File: src/rtl/div_cdb_buffer_pkg.sv
// Shared RV32I pipeline types: CDB broadcast payload and divide RS output.
package rv32i_types;
    localparam int CDB_NO_PHY_REGS   = 64;
    localparam int CDB_PHY_WIDTH     = $clog2(CDB_NO_PHY_REGS);
    localparam int CDB_ROB_IDX_WIDTH = 5;

    typedef struct packed {
        logic [CDB_PHY_WIDTH-1:0]     pd;
        logic [4:0]                   rd;
        logic [CDB_ROB_IDX_WIDTH-1:0] rob_idx;
        logic [31:0]                  data;
    } cdb_entry_t;

    typedef struct packed {
        logic                         valid;
        logic [31:0]                  rs1_v;
        logic [31:0]                  rs2_v;
        logic [2:0]                   funct3;
        logic [CDB_PHY_WIDTH-1:0]     pd;
        logic [4:0]                   rd;
        logic [CDB_ROB_IDX_WIDTH-1:0] rob_idx;
    } res_station_div_out_s;
endpackage

File: src/rtl/div_cdb_buffer_if.sv
// Divider-side handshakes: issue credit, result push, CDB request/grant, squash.
interface div_cdb_buffer_if import rv32i_types::*; ();
    logic       flush;
    logic       issue_valid;
    logic       issue_ready;
    logic       res_valid;
    cdb_entry_t res_entry;
    logic       cdb_req;
    cdb_entry_t cdb_entry;
    logic       cdb_grant;

    modport master (
        output flush, issue_valid, res_valid, res_entry, cdb_grant,
        input  issue_ready, cdb_req, cdb_entry
    );

    modport slave (
        input  flush, issue_valid, res_valid, res_entry, cdb_grant,
        output issue_ready, cdb_req, cdb_entry
    );
endinterface

File: src/rtl/div_cdb_buffer_sync_fifo_ptr.sv
// Circular result store with wrapping pointers; reads as zero while empty.
module sync_fifo_ptr #(
    parameter int DEPTH = 4,
    parameter int WIDTH = 32,
    localparam int PW = $clog2(DEPTH),
    localparam int CW = PW + 1
) (
    input  logic             clk,
    input  logic             rst_n,
    input  logic             clear,
    input  logic             push,
    input  logic [WIDTH-1:0] push_data,
    input  logic             pop,
    output logic [WIDTH-1:0] head_data,
    output logic [CW-1:0]    count
);
    logic [WIDTH-1:0] mem [DEPTH];
    logic [PW-1:0]    wptr, rptr;
    logic             do_pop;

    assign do_pop = pop && (count != '0);

    always_ff @(posedge clk or negedge rst_n) begin
        if (!rst_n) begin
            wptr  <= '0;
            rptr  <= '0;
            count <= '0;
        end else if (clear) begin
            wptr  <= '0;
            rptr  <= '0;
            count <= '0;
        end else begin
            if (push)   wptr <= wptr + PW'(1);
            if (do_pop) rptr <= rptr + PW'(1);
            count <= count + CW'(push) - CW'(do_pop);
        end
    end

    // Storage carries no reset; empty reads are masked below.
    always_ff @(posedge clk) begin
        if (push && !clear) mem[wptr] <= push_data;
    end

    assign head_data = (count != '0) ? mem[rptr] : '0;
endmodule

File: src/rtl/div_cdb_buffer.sv
// Non-stalling divider result buffer: credit admission, CDB request, flush drop.
module div_cdb_buffer import rv32i_types::*; #(
    parameter int DEPTH         = 4,
    parameter int NO_PHY_REGS   = 64,
    parameter int PHY_WIDTH     = $clog2(NO_PHY_REGS),
    parameter int ROB_IDX_WIDTH = 5
) (
    input logic             clk,
    input logic             rst_n,
    div_cdb_buffer_if.slave bus
);
    localparam int PW = $clog2(DEPTH);
    localparam int CW = PW + 1;

    if (PHY_WIDTH != CDB_PHY_WIDTH || ROB_IDX_WIDTH != CDB_ROB_IDX_WIDTH) begin : g_bad_width
        $error("div_cdb_buffer widths disagree with rv32i_types");
    end
    if (DEPTH < 2 || (1 << PW) != DEPTH) begin : g_bad_depth
        $error("div_cdb_buffer DEPTH must be a power of 2, at least 2");
    end

    logic [CW-1:0] count, inflight, drop_cnt, drop_next;
    logic [CW:0]   occ;
    logic          push, pop;
    cdb_entry_t    head;

    assign push = bus.res_valid && (drop_cnt == '0) && !bus.flush;
    assign pop  = bus.cdb_grant && !bus.flush;

    sync_fifo_ptr #(.DEPTH(DEPTH), .WIDTH($bits(cdb_entry_t))) u_fifo (
        .clk       (clk),
        .rst_n     (rst_n),
        .clear     (bus.flush),
        .push      (push),
        .push_data (bus.res_entry),
        .pop       (pop),
        .head_data (head),
        .count     (count)
    );

    assign bus.cdb_req   = (count != '0);
    assign bus.cdb_entry = head;

    // Credit check uses registered state only, so no input reaches issue_ready.
    assign occ             = {1'b0, count} + {1'b0, inflight};
    assign bus.issue_ready = (occ < (CW+1)'(DEPTH));

    always_ff @(posedge clk or negedge rst_n) begin
        if (!rst_n) begin
            inflight <= '0;
        end else if (bus.issue_valid && !bus.res_valid) begin
            inflight <= inflight + CW'(1);
        end else if (!bus.issue_valid && bus.res_valid && inflight != '0) begin
            inflight <= inflight - CW'(1);
        end
    end

    // Everything still in the divider at the squash is older and must be dropped.
    always_comb begin
        drop_next = inflight + CW'(bus.issue_valid);
        if (bus.res_valid && drop_next != '0) drop_next = drop_next - CW'(1);
    end

    always_ff @(posedge clk or negedge rst_n) begin
        if (!rst_n) begin
            drop_cnt <= '0;
        end else if (bus.flush) begin
            drop_cnt <= drop_next;
        end else if (bus.res_valid && drop_cnt != '0) begin
            drop_cnt <= drop_cnt - CW'(1);
        end
    end
endmodule

File: src/flat_wrapper.sv
// flat-port wrapper written by rule: the top's interface ports become plain ports
module div_cdb_buffer_flat import rv32i_types::*;
#(
    parameter int DEPTH         = 4,
    parameter int NO_PHY_REGS   = 64,
    parameter int PHY_WIDTH     = $clog2(NO_PHY_REGS),
    parameter int ROB_IDX_WIDTH = 5
)
  (clk, rst_n, bus_flush, bus_issue_valid, bus_res_valid, bus_res_entry, bus_cdb_grant, bus_issue_ready, bus_cdb_req, bus_cdb_entry);
  div_cdb_buffer_if bus_i ();
  input logic clk;
  input logic rst_n;
  input wire logic [$bits(bus_i.flush)-1:0] bus_flush;
  input wire logic [$bits(bus_i.issue_valid)-1:0] bus_issue_valid;
  input wire logic [$bits(bus_i.res_valid)-1:0] bus_res_valid;
  input wire logic [$bits(bus_i.res_entry)-1:0] bus_res_entry;
  input wire logic [$bits(bus_i.cdb_grant)-1:0] bus_cdb_grant;
  output wire logic [$bits(bus_i.issue_ready)-1:0] bus_issue_ready;
  output wire logic [$bits(bus_i.cdb_req)-1:0] bus_cdb_req;
  output wire logic [$bits(bus_i.cdb_entry)-1:0] bus_cdb_entry;
  assign bus_i.flush = bus_flush;
  assign bus_i.issue_valid = bus_issue_valid;
  assign bus_i.res_valid = bus_res_valid;
  assign bus_i.res_entry = bus_res_entry;
  assign bus_i.cdb_grant = bus_cdb_grant;
  assign bus_issue_ready = bus_i.issue_ready;
  assign bus_cdb_req = bus_i.cdb_req;
  assign bus_cdb_entry = bus_i.cdb_entry;
  div_cdb_buffer #(.DEPTH(DEPTH), .NO_PHY_REGS(NO_PHY_REGS), .PHY_WIDTH(PHY_WIDTH), .ROB_IDX_WIDTH(ROB_IDX_WIDTH)) u_core (.clk(clk), .rst_n(rst_n), .bus(bus_i));
endmodule
File: config.mk
export PLATFORM = sky130hd
export DESIGN_NAME = div_cdb_buffer_flat
export DESIGN_NICKNAME = d
export VERILOG_FILES = /design/src/rtl/div_cdb_buffer_pkg.sv /design/src/rtl/div_cdb_buffer_if.sv /design/src/rtl/div_cdb_buffer_sync_fifo_ptr.sv /design/src/rtl/div_cdb_buffer.sv /design/src/flat_wrapper.sv
export SDC_FILE = /design/constraint.sdc
export NUM_CORES = 1
export LEC_CHECK = 0
export BUFFER_PORTS_ARGS = -buffer_cell sky130_fd_sc_hd__buf_4
export CORE_UTILIZATION = 58
export DETAILED_ROUTE_END_ITERATION = 10
export PLACE_DENSITY = 0.83
export SYNTH_ARGS = -nofsm -noshare
export SYNTH_HDL_FRONTEND = slang
export SYNTH_SLANG_ARGS = --single-unit
File: constraint.sdc
create_clock -name clk -period 3.13 [get_ports clk]
set_input_delay 0 -clock clk [delete_from_list [all_inputs] [get_ports clk]]
set_output_delay 0 -clock clk [all_outputs]
set_load 0.005 [all_outputs]
==> flow_metrics.env, run 1 <==
export IMPL_reg2reg_depth=12
export IMPL_power_net_switching_mw=1.91
export IMPL_irDropWorstVdd_uv=475
export IMPL_cp_required_ps=3130
export IMPL_p_seq_frac=0.448
export IMPL_routed_wl_mm=16.4
export IMPL_vias=4398
export IMPL_final_nets=649
export IMPL_post_cts_buffers=0
export IMPL_total_power_mw=7.37
export IMPL_final_layout_size_suffix_gt1_frac=0.329
export IMPL_finalSetupViolCount=0
export IMPL_clk_latency_ps=490
export IMPL_status="completed"
export IMPL_combPwrFrac=0.247
export IMPL_critical_path_depth=4
export IMPL_nFillCells=789
export IMPL_cts_resized=0
export IMPL_critical_path_class="reg2out"
export IMPL_leakagePower_nw=3.65
export IMPL_ctsRootBufferMaster="clkbuf_16"
export IMPL_synth_ff_type="edfxtp_1"
export IMPL_avgSynthCellArea_um2=20.2
export IMPL_synth_edf_count=192
export IMPL_crit_top_cell="buf_4"
export IMPL_die_w_um=121
export IMPL_wl_per_cell_um=21.3
export IMPL_crit_fanout=46
export IMPL_swShare=0.259
export IMPL_clkTransAtPathRegs_ps=60
export IMPL_core_mm2=0.0139
export IMPL_drt_iter0_markers=359
export IMPL_grt_max_degree=47
export IMPL_start_util=0.595
export IMPL_yosysUniqueCellTypes=39
export IMPL_yosys_area_top_type="edfxtp_1"
export IMPL_p_per_area_mw_per_mm2=706
export IMPL_cts_hold_buffers=55
export IMPL_cp_start_kind="register"
export IMPL_clock_power_share=0.305
export IMPL_gp_congestion=0.743
export IMPL_antenna_found_initial=0
export IMPL_io_buffers=103
export IMPL_ioPinCount=104
export IMPL_dieArea_mm2=0.0147
export IMPL_tightest_slew_ps=1190
export IMPL_whs_path_depth=2
export IMPL_finalHoldViolCount=0
export IMPL_finalCritPeriodShare=0.814
export IMPL_power_internal_mw=5.46
export IMPL_grt_pass1_vias=4518
export IMPL_cts_tree="built"
export IMPL_synthCells=410
export IMPL_synth_area_top_cells="edfxtp_1 70%, mux4_2 13%, dfrtp_1 3.9%"
export IMPL_n_antenna_cell=0
export IMPL_firstDrtPassIters=4
export IMPL_seq_area_frac_synth=0.737
export IMPL_worst_path_largest_cell_delay_ps=1150
export IMPL_layout_commonest_cell="edfxtp_1"
export IMPL_syn_to_final_growth_pct=26.3
export IMPL_synth_top_area_frac=0.698
export IMPL_min_path_type="in2reg"
export IMPL_die_h_um=121
export IMPL_holdCritStartpoint="bus_res_entry[13]"
export IMPL_grt_pass1_wl_mm=24.9
export IMPL_cts_path_max_buffers=3
export IMPL_ys_warn_count=0
export IMPL_drv_slew=0
export IMPL_tns_ps=0
export IMPL_crit_buf_inv=2
export IMPL_slew_headroom=0.208
export IMPL_cp_end_kind="output port"
export IMPL_rsz0062_at_grt="false"
export IMPL_grt_overflow=0
export IMPL_maxCapViolations=0
export IMPL_holdWs_ps=256
export IMPL_drc=0
export IMPL_fp_row_count=43
export IMPL_async_reset_ff_frac=0.0634
export IMPL_syn_area_mm2=0.00826
export IMPL_synth_net_count=480
export IMPL_skew_ps=16.1
export IMPL_yosys_register_bits=205
export IMPL_path_cells="buf_4 -> mux4_2 -> nor2b_1 -> buf_4"
export IMPL_dpl_hpwl_mm=9.11
export IMPL_fmax_mhz=392
export IMPL_crit_start="u_core.u_fifo.rptr[1]"
export IMPL_cp_arrival_ps=2550
export IMPL_cp_slowest_cell="dfrtp_2"
export IMPL_cts_sinks=205
export IMPL_regToRegStartpoint="u_core.drop_cnt[0]"
export IMPL_final_min_clock_period_ps=2550
export IMPL_layout_common_cells="192 x edfxtp_1, 107 x buf_4, 55 x dlygate4sd3_1"
export IMPL_ant_nets=0
export IMPL_cts_made_buffers=21
export IMPL_via_per_inst=5.70
export IMPL_crit_family="flip-flops"
export IMPL_htreeDepth=1
export IMPL_grtUsageTotal=0.231
[path summary, 6_finish.rpt]
kind	end	slack (ps)
worst max-delay path	bus_cdb_entry[2]	580
worst min-delay path	u_core.u_fifo.mem[2][13]	260
worst max register to register	u_core.u_fifo.count[2]	750
worst min register to register	u_core.drop_cnt[1]	590
max in group asynchronous	u_core.u_fifo.rptr[0]	2040
min in group asynchronous	u_core.inflight[1]	620
[per-layer routing]
layer | share of wire | GRT usage | up-vias | wire length, um
met4 | 0.012 | 0.0556 | 0 | 203
met1 | 0.40 | 0.310 | 2253 | 6640
met2 | 0.53 | 0.399 | 168 | 8690
met3 | 0.055 | 0.0357 | 19 | 896
met5 | 0 | 0 | - | 0
li1 | - | - | 1958 | -
[worst register-to-register path: stages, from the launching register on]
cell and delay [ps]:
dfrtp_1 390, inv_1 90, ha_1 190, nand3b_1 160, nor2_1 270, inv_1 80, ha_1 270, inv_1 50
ha_1 130, inv_1 50, fa_1 380, xnor2_1 170, nor2_1 50
[cell families (layout without fill, tap and decap cells)]
| group | count (synthesis) | in the layout | synth area share |
|---|---|---|---|
| AND/OR/NAND/NOR | 80 | 80 | 0.0586 |
| buffers and inverters | 31 | 213 | 0.0195 |
| XOR/XNOR | 6 | 6 | 0.00636 |
| adder cells (fa/ha/maj) | 16 | 16 | 0.0260 |
| AO/OA/AOI/OAI | 21 | 21 | 0.0179 |
| multiplexers | 51 | 51 | 0.135 |
| flip-flops | 205 | 205 | 0.737 |
[power by group through the flow]
| stage | Clock (mW) | Sequential (mW) | Combinational (mW) |
|---|---|---|---|
| floorplan | 0 | 3.22 | 1.17 |
| global placement | 0 | 3.35 | 1.69 |
| detailed placement | 0 | 3.36 | 1.76 |
| CTS | 2.29 | 3.31 | 1.83 |
| global route | 2.40 | 3.33 | 1.97 |
| finish | 2.25 | 3.30 | 1.82 |
[synth_stat cells (3+ instances only)]
| cell type | instances |
|---|---|
| edfxtp_1 | 192 |
| nor2b_1 | 51 |
| mux4_2 | 48 |
| ha_1 | 14 |
| dfrtp_1 | 13 |
| inv_1 | 10 |
| nor2_1 | 10 |
| clkbuf_1 | 9 |
| buf_2 | 6 |
| buf_6 | 5 |
| and2_1 | 4 |
| nand3b_1 | 4 |
| o21ai_0 | 4 |
| a21oi_1 | 3 |
| nand2_1 | 3 |
| xnor2_1 | 3 |
| xor2_1 | 3 |
[flip-flops by register name, indices dropped and copies added, names as in the netlist]
signal / cells
u_core.inflight: 3
u_core.u_fifo.rptr: 2
u_core.drop_cnt: 3
u_core.u_fifo.wptr: 2
u_core.u_fifo.count: 3
u_core.u_fifo.mem: 192
[final cells by class]
type                       count  area [um2]  share of cell area
tap                          180         225              0.0216
inverter                      10        37.5             0.00360
timing repair buffer         167        1450               0.139
clock buffer                  26         544              0.0521
clock inverter                10        66.3             0.00635
multi-input combinational    174        2020               0.193
sequential                   205        6100               0.584
[through the flow]
step / utilization / cell area, um2 / setup slack, ps / cells
after floorplan: - / 8260 / 586 / 410
after global placement: 0.668 / 9280 / 889 / 681
after detailed placement: 0.668 / 9280 / 772 / 681
after CTS: 0.752 / 10400 / 547 / 772
after global routing: 0.752 / 10400 / 456 / 772
final: 0.752 / 10400 / 581 / 772
(Power assumes the default switching activity.)
==> run 2: changes to the inputs <==
CORE_UTILIZATION = 52   (was 58)
PLACE_DENSITY = 0.79   (was 0.83)
clock period = 2.3 ns   (was 3.13 ns; I/O delays follow)
==> run 2 against run 1 <==
Against the previous run:
- global-route usage shrank 2.9 points
- cell area rose by 1.3%
- clock-buffer cell count grew 4
- register-to-register slack worse by 580 ps
- sequential share of layout area decreased by 0.75 points
- first-iteration DRC count is 12% lower
- via count is 1.7% lower
- clock skew decreased by 8.0 ps
- routed wire length decreased by 4.0%
- worst setup slack got worse by 450 ps
==> flow_metrics.env, run 2 (synthesized netlist as in run 1, its figures left out) <==
export IMPL_status="completed"
export IMPL_skew_ps=8.06
export IMPL_whs_path_depth=2
export IMPL_reg2reg_depth=12
export IMPL_ctsRootBufferMaster="clkbuf_16"
export IMPL_post_place_ws_ps=116
export IMPL_ioPinCount=104
export IMPL_core_mm2=0.0154
export IMPL_drv_slew=0
export IMPL_die_w_um=128
export IMPL_cp_slowest_cell="dfrtp_4"
export IMPL_dpl_hpwl_mm=9.02
export IMPL_wl_per_cell_um=19.4
export IMPL_timing_rr_end="u_core.u_fifo.count[2]"
export IMPL_irDropWorstVdd_uv=673
export IMPL_path_cells="buf_4 -> mux4_2 -> nor2b_1 -> buf_4"
export IMPL_regToRegStartpoint="u_core.drop_cnt[0]"
export IMPL_cp_start_kind="register"
export IMPL_swShare=0.258
export IMPL_power_internal_mw=7.50
export IMPL_grt_max_degree=49
export IMPL_htreeDepth=1
export IMPL_p_per_area_mw_per_mm2=956
export IMPL_rsz0062_at_grt="false"
export IMPL_dieArea_mm2=0.0164
export IMPL_final_layout_size_suffix_gt1_frac=0.352
export IMPL_slew_headroom=0.569
export IMPL_clkTransAtPathRegs_ps=60
export IMPL_min_path_type="in2reg"
export IMPL_routed_wl_mm=15.8
export IMPL_regArea_mm2=0.00610
export IMPL_crit_top_cell="buf_4"
export IMPL_power_net_switching_mw=2.61
export IMPL_tightest_slew_ps=644
export IMPL_clock_power_share=0.303
export IMPL_drt_iter0_markers=315
export IMPL_grt_pass1_wl_mm=24.9
export IMPL_layout_cells_non_filler=813
export IMPL_start_util=0.538
export IMPL_cts_sinks=205
export IMPL_worst_path_largest_cell_delay_ps=600
export IMPL_via_per_inst=5.32
export IMPL_finalHoldViolCount=0
export IMPL_layout_commonest_cell="edfxtp_1"
export IMPL_timing_final_ws_setup_ps=132
export IMPL_grtUsageTotal=0.202
export IMPL_tns_ps=0
export IMPL_final_min_clock_period_ps=2170
export IMPL_critical_path_class="reg2out"
export IMPL_p_seq_frac=0.433
export IMPL_io_buffers=103
export IMPL_cp_end_kind="output port"
export IMPL_largest_register_ffs=192
export IMPL_dp_cells=720
export IMPL_fp_row_count=45
export IMPL_n_antenna_cell=0
export IMPL_cts_path_max_buffers=3
export IMPL_cts_made_buffers=21
export IMPL_cts_tree="built"
export IMPL_holdPathEnd="u_core.u_fifo.mem[3][31]"
export IMPL_drc=0
export IMPL_vias=4324
export IMPL_firstDrtPassIters=4
export IMPL_holdCritStartpoint="bus_res_entry[31]"
export IMPL_largest_register="u_core.u_fifo.mem"
export IMPL_grt_pass1_vias=4658
export IMPL_syn_to_final_growth_pct=28.0
export IMPL_clk_latency_ps=480
export IMPL_cp_arrival_ps=2170
export IMPL_antenna_found_initial=0
export IMPL_multi_input_area_mm2=0.00202
export IMPL_combPwrFrac=0.265
export IMPL_layout_common_cells="192 x edfxtp_1, 116 x buf_4, 55 x dlygate4sd3_1"
export IMPL_nFillCells=964
export IMPL_cp_required_ps=2300
export IMPL_finalSetupViolCount=0
export IMPL_gp_congestion=0.723
export IMPL_leakagePower_nw=3.71
export IMPL_final_nets=659
export IMPL_fmax_mhz=461
export IMPL_maxCapViolations=0
export IMPL_grt_overflow=0
export IMPL_crit_fanout=12
export IMPL_finalCritPeriodShare=0.943
export IMPL_ant_nets=0
export IMPL_r2r_slack_ps=170
export IMPL_die_h_um=128
[run 2: power groups by stage]
| stage | Combinational [mW] | Clock (mW) | Sequential, mW |
|---|---|---|---|
| detailed placement | 2.53 | 0 | 4.49 |
| CTS | 2.70 | 3.13 | 4.38 |
| global placement | 2.47 | 0 | 4.48 |
| floorplan | 1.59 | 0 | 4.38 |
| global route | 2.93 | 3.28 | 4.40 |
| finish | 2.68 | 3.06 | 4.37 |
[run 2: routing by layer]
metal	global-route usage	part of all wire	vias to the layer above
met5	0	0	-
met4	0.0616	0.015	0
met3	0.0317	0.056	22
met2	0.352	0.52	132
met1	0.262	0.41	2191
li1	-	-	1979
[run 2: final cells by class]
cell class	instances	share of cell area
Timing Repair Buffer	177	0.145
Inverter	10	0.00355
Clock buffer	30	0.0557
Tap cell	211	0.0250
Sequential cell	205	0.576
Multi-Input combinational cell	174	0.191
Clock inverter	6	0.00296
[run 2: stage by stage]
step	instance area, um2	utilization	power (mW)	hold WS [ps]
final	10600	0.688	10.1	264
after global routing	10600	0.688	10.6	252
after CTS	10600	0.687	10.2	247
after global placement	9380	0.610	6.95	-143
after floorplan	8270	-	5.97	-296
after detailed placement	9380	0.610	7.02	-138
[run 2: what timing repair did]
action	in CTS	in global routing
pin swaps	0	2
endpoints found under the setup margin	24	1
cloned	0	0
hold endpoints to repair	218	0
hold buffers	55	0
setup buffers	1	1
gates resized for setup	0	3
[run 2: worst max-delay path by stage]
stage | start | end | slack (ps) | depth (start not counted)
final | u_core.u_fifo.rptr[0] | bus_cdb_entry[35] | 130 | 4
after CTS | u_core.u_fifo.rptr[0] | bus_cdb_entry[35] | 90 | 4
after global placement | u_core.drop_cnt[0] | u_core.u_fifo.count[2] | 210 | 12
after detailed placement | u_core.drop_cnt[0] | u_core.u_fifo.count[2] | 120 | 12
after global routing | u_core.drop_cnt[1] | u_core.u_fifo.count[2] | 9 | 12
after floorplan | u_core.drop_cnt[0] | u_core.u_fifo.count[2] | 150 | 12
[run 2: worst max-delay path, delay by kind of cell, from the launching register on]
kind | cells | cell delay (ps)
mux | 1 | 520
flops | 1 | 600
simple gates | 1 | 160
buf+inv | 2 | 400
==> run 3: changes to the inputs <==
clock period = 1.9 ns   (was 2.3 ns; I/O delays follow)
==> run 3 against run 2 <==
Against the previous run:
- the run now ends with setup timing left
- clock-buffer cell count is 5 lower
- via count grew 5.4%
- die area did not move
- cell area grew 8.0%
- hold slack got worse by 7.8 ps
- combinational power is 77% higher
- critical path depth rose by 8
- clock power increased by 25%
- clock skew fell by 1.7 ps
- largest cell class unchanged
==> flow_metrics.env, run 3 (synthesized netlist as in run 1, its figures left out) <==
export IMPL_cts_tree="built"
export IMPL_drt_iter0_markers=228
export IMPL_n_antenna_cell=0
export IMPL_grt_overflow=0
export IMPL_stdcell_area_mm2=0.0114
export IMPL_layout_commonest_cell="edfxtp_1"
export IMPL_dpl_hpwl_mm=9.01
export IMPL_skew_ps=6.38
export IMPL_critical_path_class="reg2reg"
export IMPL_grt_max_degree=52
export IMPL_cts_sinks=205
export IMPL_via_per_inst=5.39
export IMPL_firstDrtPassIters=4
export IMPL_syn_to_final_growth_pct=38.3
export IMPL_fmax_mhz=476
export IMPL_ant_nets=0
export IMPL_largest_register="u_core.u_fifo.mem"
export IMPL_largest_register_ffs=192
export IMPL_crit_fanout=2
export IMPL_gp_congestion=0.737
export IMPL_maxCapViolations=0
export IMPL_layout_cells_non_filler=846
export IMPL_htreeDepth=1
export IMPL_final_min_clock_period_ps=2100
export IMPL_finalSetupViolCount=87
export IMPL_total_power_mw=13.8
export IMPL_fp_row_count=45
export IMPL_tightest_slew_ps=669
export IMPL_leakagePower_nw=4.07
export IMPL_timing_final_ws_setup_ps=-203
export IMPL_cp_start_kind="register"
export IMPL_io_buffers=103
export IMPL_dieArea_mm2=0.0164
export IMPL_worst_path_largest_cell_delay_ps=400
export IMPL_grtUsageTotal=0.211
export IMPL_dp_cells=732
export IMPL_die_w_um=128
export IMPL_cp_slowest_cell="dfrtp_1"
export IMPL_cp_arrival_ps=2480
export IMPL_drv_slew=0
export IMPL_grt_pass1_wl_mm=25.7
export IMPL_cp_required_ps=2270
export IMPL_finalHoldViolCount=0
export IMPL_cp_end_kind="register"
export IMPL_ctsRootBufferMaster="clkbuf_16"
export IMPL_finalCritPeriodShare=1.11
export IMPL_grt_pass1_vias=4897
export IMPL_min_path_type="in2reg"
export IMPL_antenna_found_initial=0
export IMPL_clk_latency_ps=490
export IMPL_final_layout_size_suffix_gt1_frac=0.450
export IMPL_cts_path_max_buffers=3
export IMPL_irDropWorstVdd_uv=981
export IMPL_die_h_um=128
export IMPL_cts_made_buffers=21
export IMPL_start_util=0.538
export IMPL_clkTransAtPathRegs_ps=60
export IMPL_path_cells="inv_2 -> ha_4 -> nand3b_1 -> nor2_2 -> inv_2 -> ha_4 -> inv_4 -> ha_4 -> inv_2 -> fa_2 -> xnor2_2 -> nor2_1"
export IMPL_vias=4557
export IMPL_layout_common_cells="192 x edfxtp_1, 106 x buf_4, 54 x dlygate4sd3_1"
export IMPL_routed_wl_mm=17.3
export IMPL_ioPinCount=104
export IMPL_p_per_area_mw_per_mm2=1210
export IMPL_violations="setup timing"
export IMPL_drc=0
export IMPL_holdWs_ps=256
export IMPL_status="finished, violations left"
export IMPL_core_mm2=0.0154
export IMPL_post_dp_cell_area_mm2=0.00960
export IMPL_rsz0062_at_grt="true"
export IMPL_slew_headroom=0.553
export IMPL_r2r_slack_ps=-200
export IMPL_wl_per_cell_um=20.5
export IMPL_final_nets=690
==> run 3: through the flow <==
step | utilization | setup WS [ps] | setup TNS (ps)
2_1_floorplan | - | -203 | -19830
3_3_place_gp | 0.624 | -112 | -204
5_1_grt | 0.743 | -295 | -14820
6_report | 0.743 | -203 | -5370
4_1_cts | 0.722 | -209 | -7370
3_5_place_dp | 0.624 | -189 | -424
==> run 3: metal layers <==
layer,vias up,track usage,wire length (um)
met1,2371,0.260,7030
met4,0,0.0540,285
met5,-,0,0
met2,116,0.388,9330
met3,24,0.0338,654
li1,2046,-,-
==> run 3: power breakdown <==
part	switching, mW	total (mW)	internal, mW
Clock	1.65	3.83	2.18
Combinational	1.97	4.75	2.78
Sequential	0.115	5.23	5.11
==> run 3: critical path: cells and delay by family, from the launching register on <==
kind / cells / cell delay [ps]
buffers and inverters: 4 / 240
xor gates and xnor gates: 1 / 150
adders and majority gates: 4 / 830
and+or+nand+nor: 3 / 360
DFF: 1 / 400
==> run 3: final cells by class <==
type,instances,area (um2)
Tap cell,211,264
Multi-Input combinational cell,174,2310
Inverter,10,40.0
Fill cell,845,3950
Clock buffer,25,541
Sequential cell,205,6100
Clock inverter,13,96.3
Timing Repair Buffer,208,2080
==> run 3: final timing paths <==
kind | from | endpoint | cells after the start
max in group asynchronous | rst_n | u_core.u_fifo.rptr[0] | 3
worst min register to register | u_core.u_fifo.wptr[1] | u_core.u_fifo.wptr[1] | 2
worst max-delay path | u_core.drop_cnt[1] | u_core.u_fifo.count[2] | 12
worst max register to register | u_core.drop_cnt[1] | u_core.u_fifo.count[2] | 12
worst min-delay path | bus_res_entry[35] | u_core.u_fifo.mem[2][35] | 2
min in group asynchronous | rst_n | u_core.u_fifo.rptr[0] | 3
==> run 3: what timing repair did <==
item / 4_1_cts / 5_1_grt
endpoints found under the hold margin: 218 / 0
hold buffers: 54 / 0
endpoints found under the setup margin: 54 / 117
setup buffers: 13 / 5
resized for setup: 33 / 69
cloned: 3 / 2
pin swaps: 2 / 8
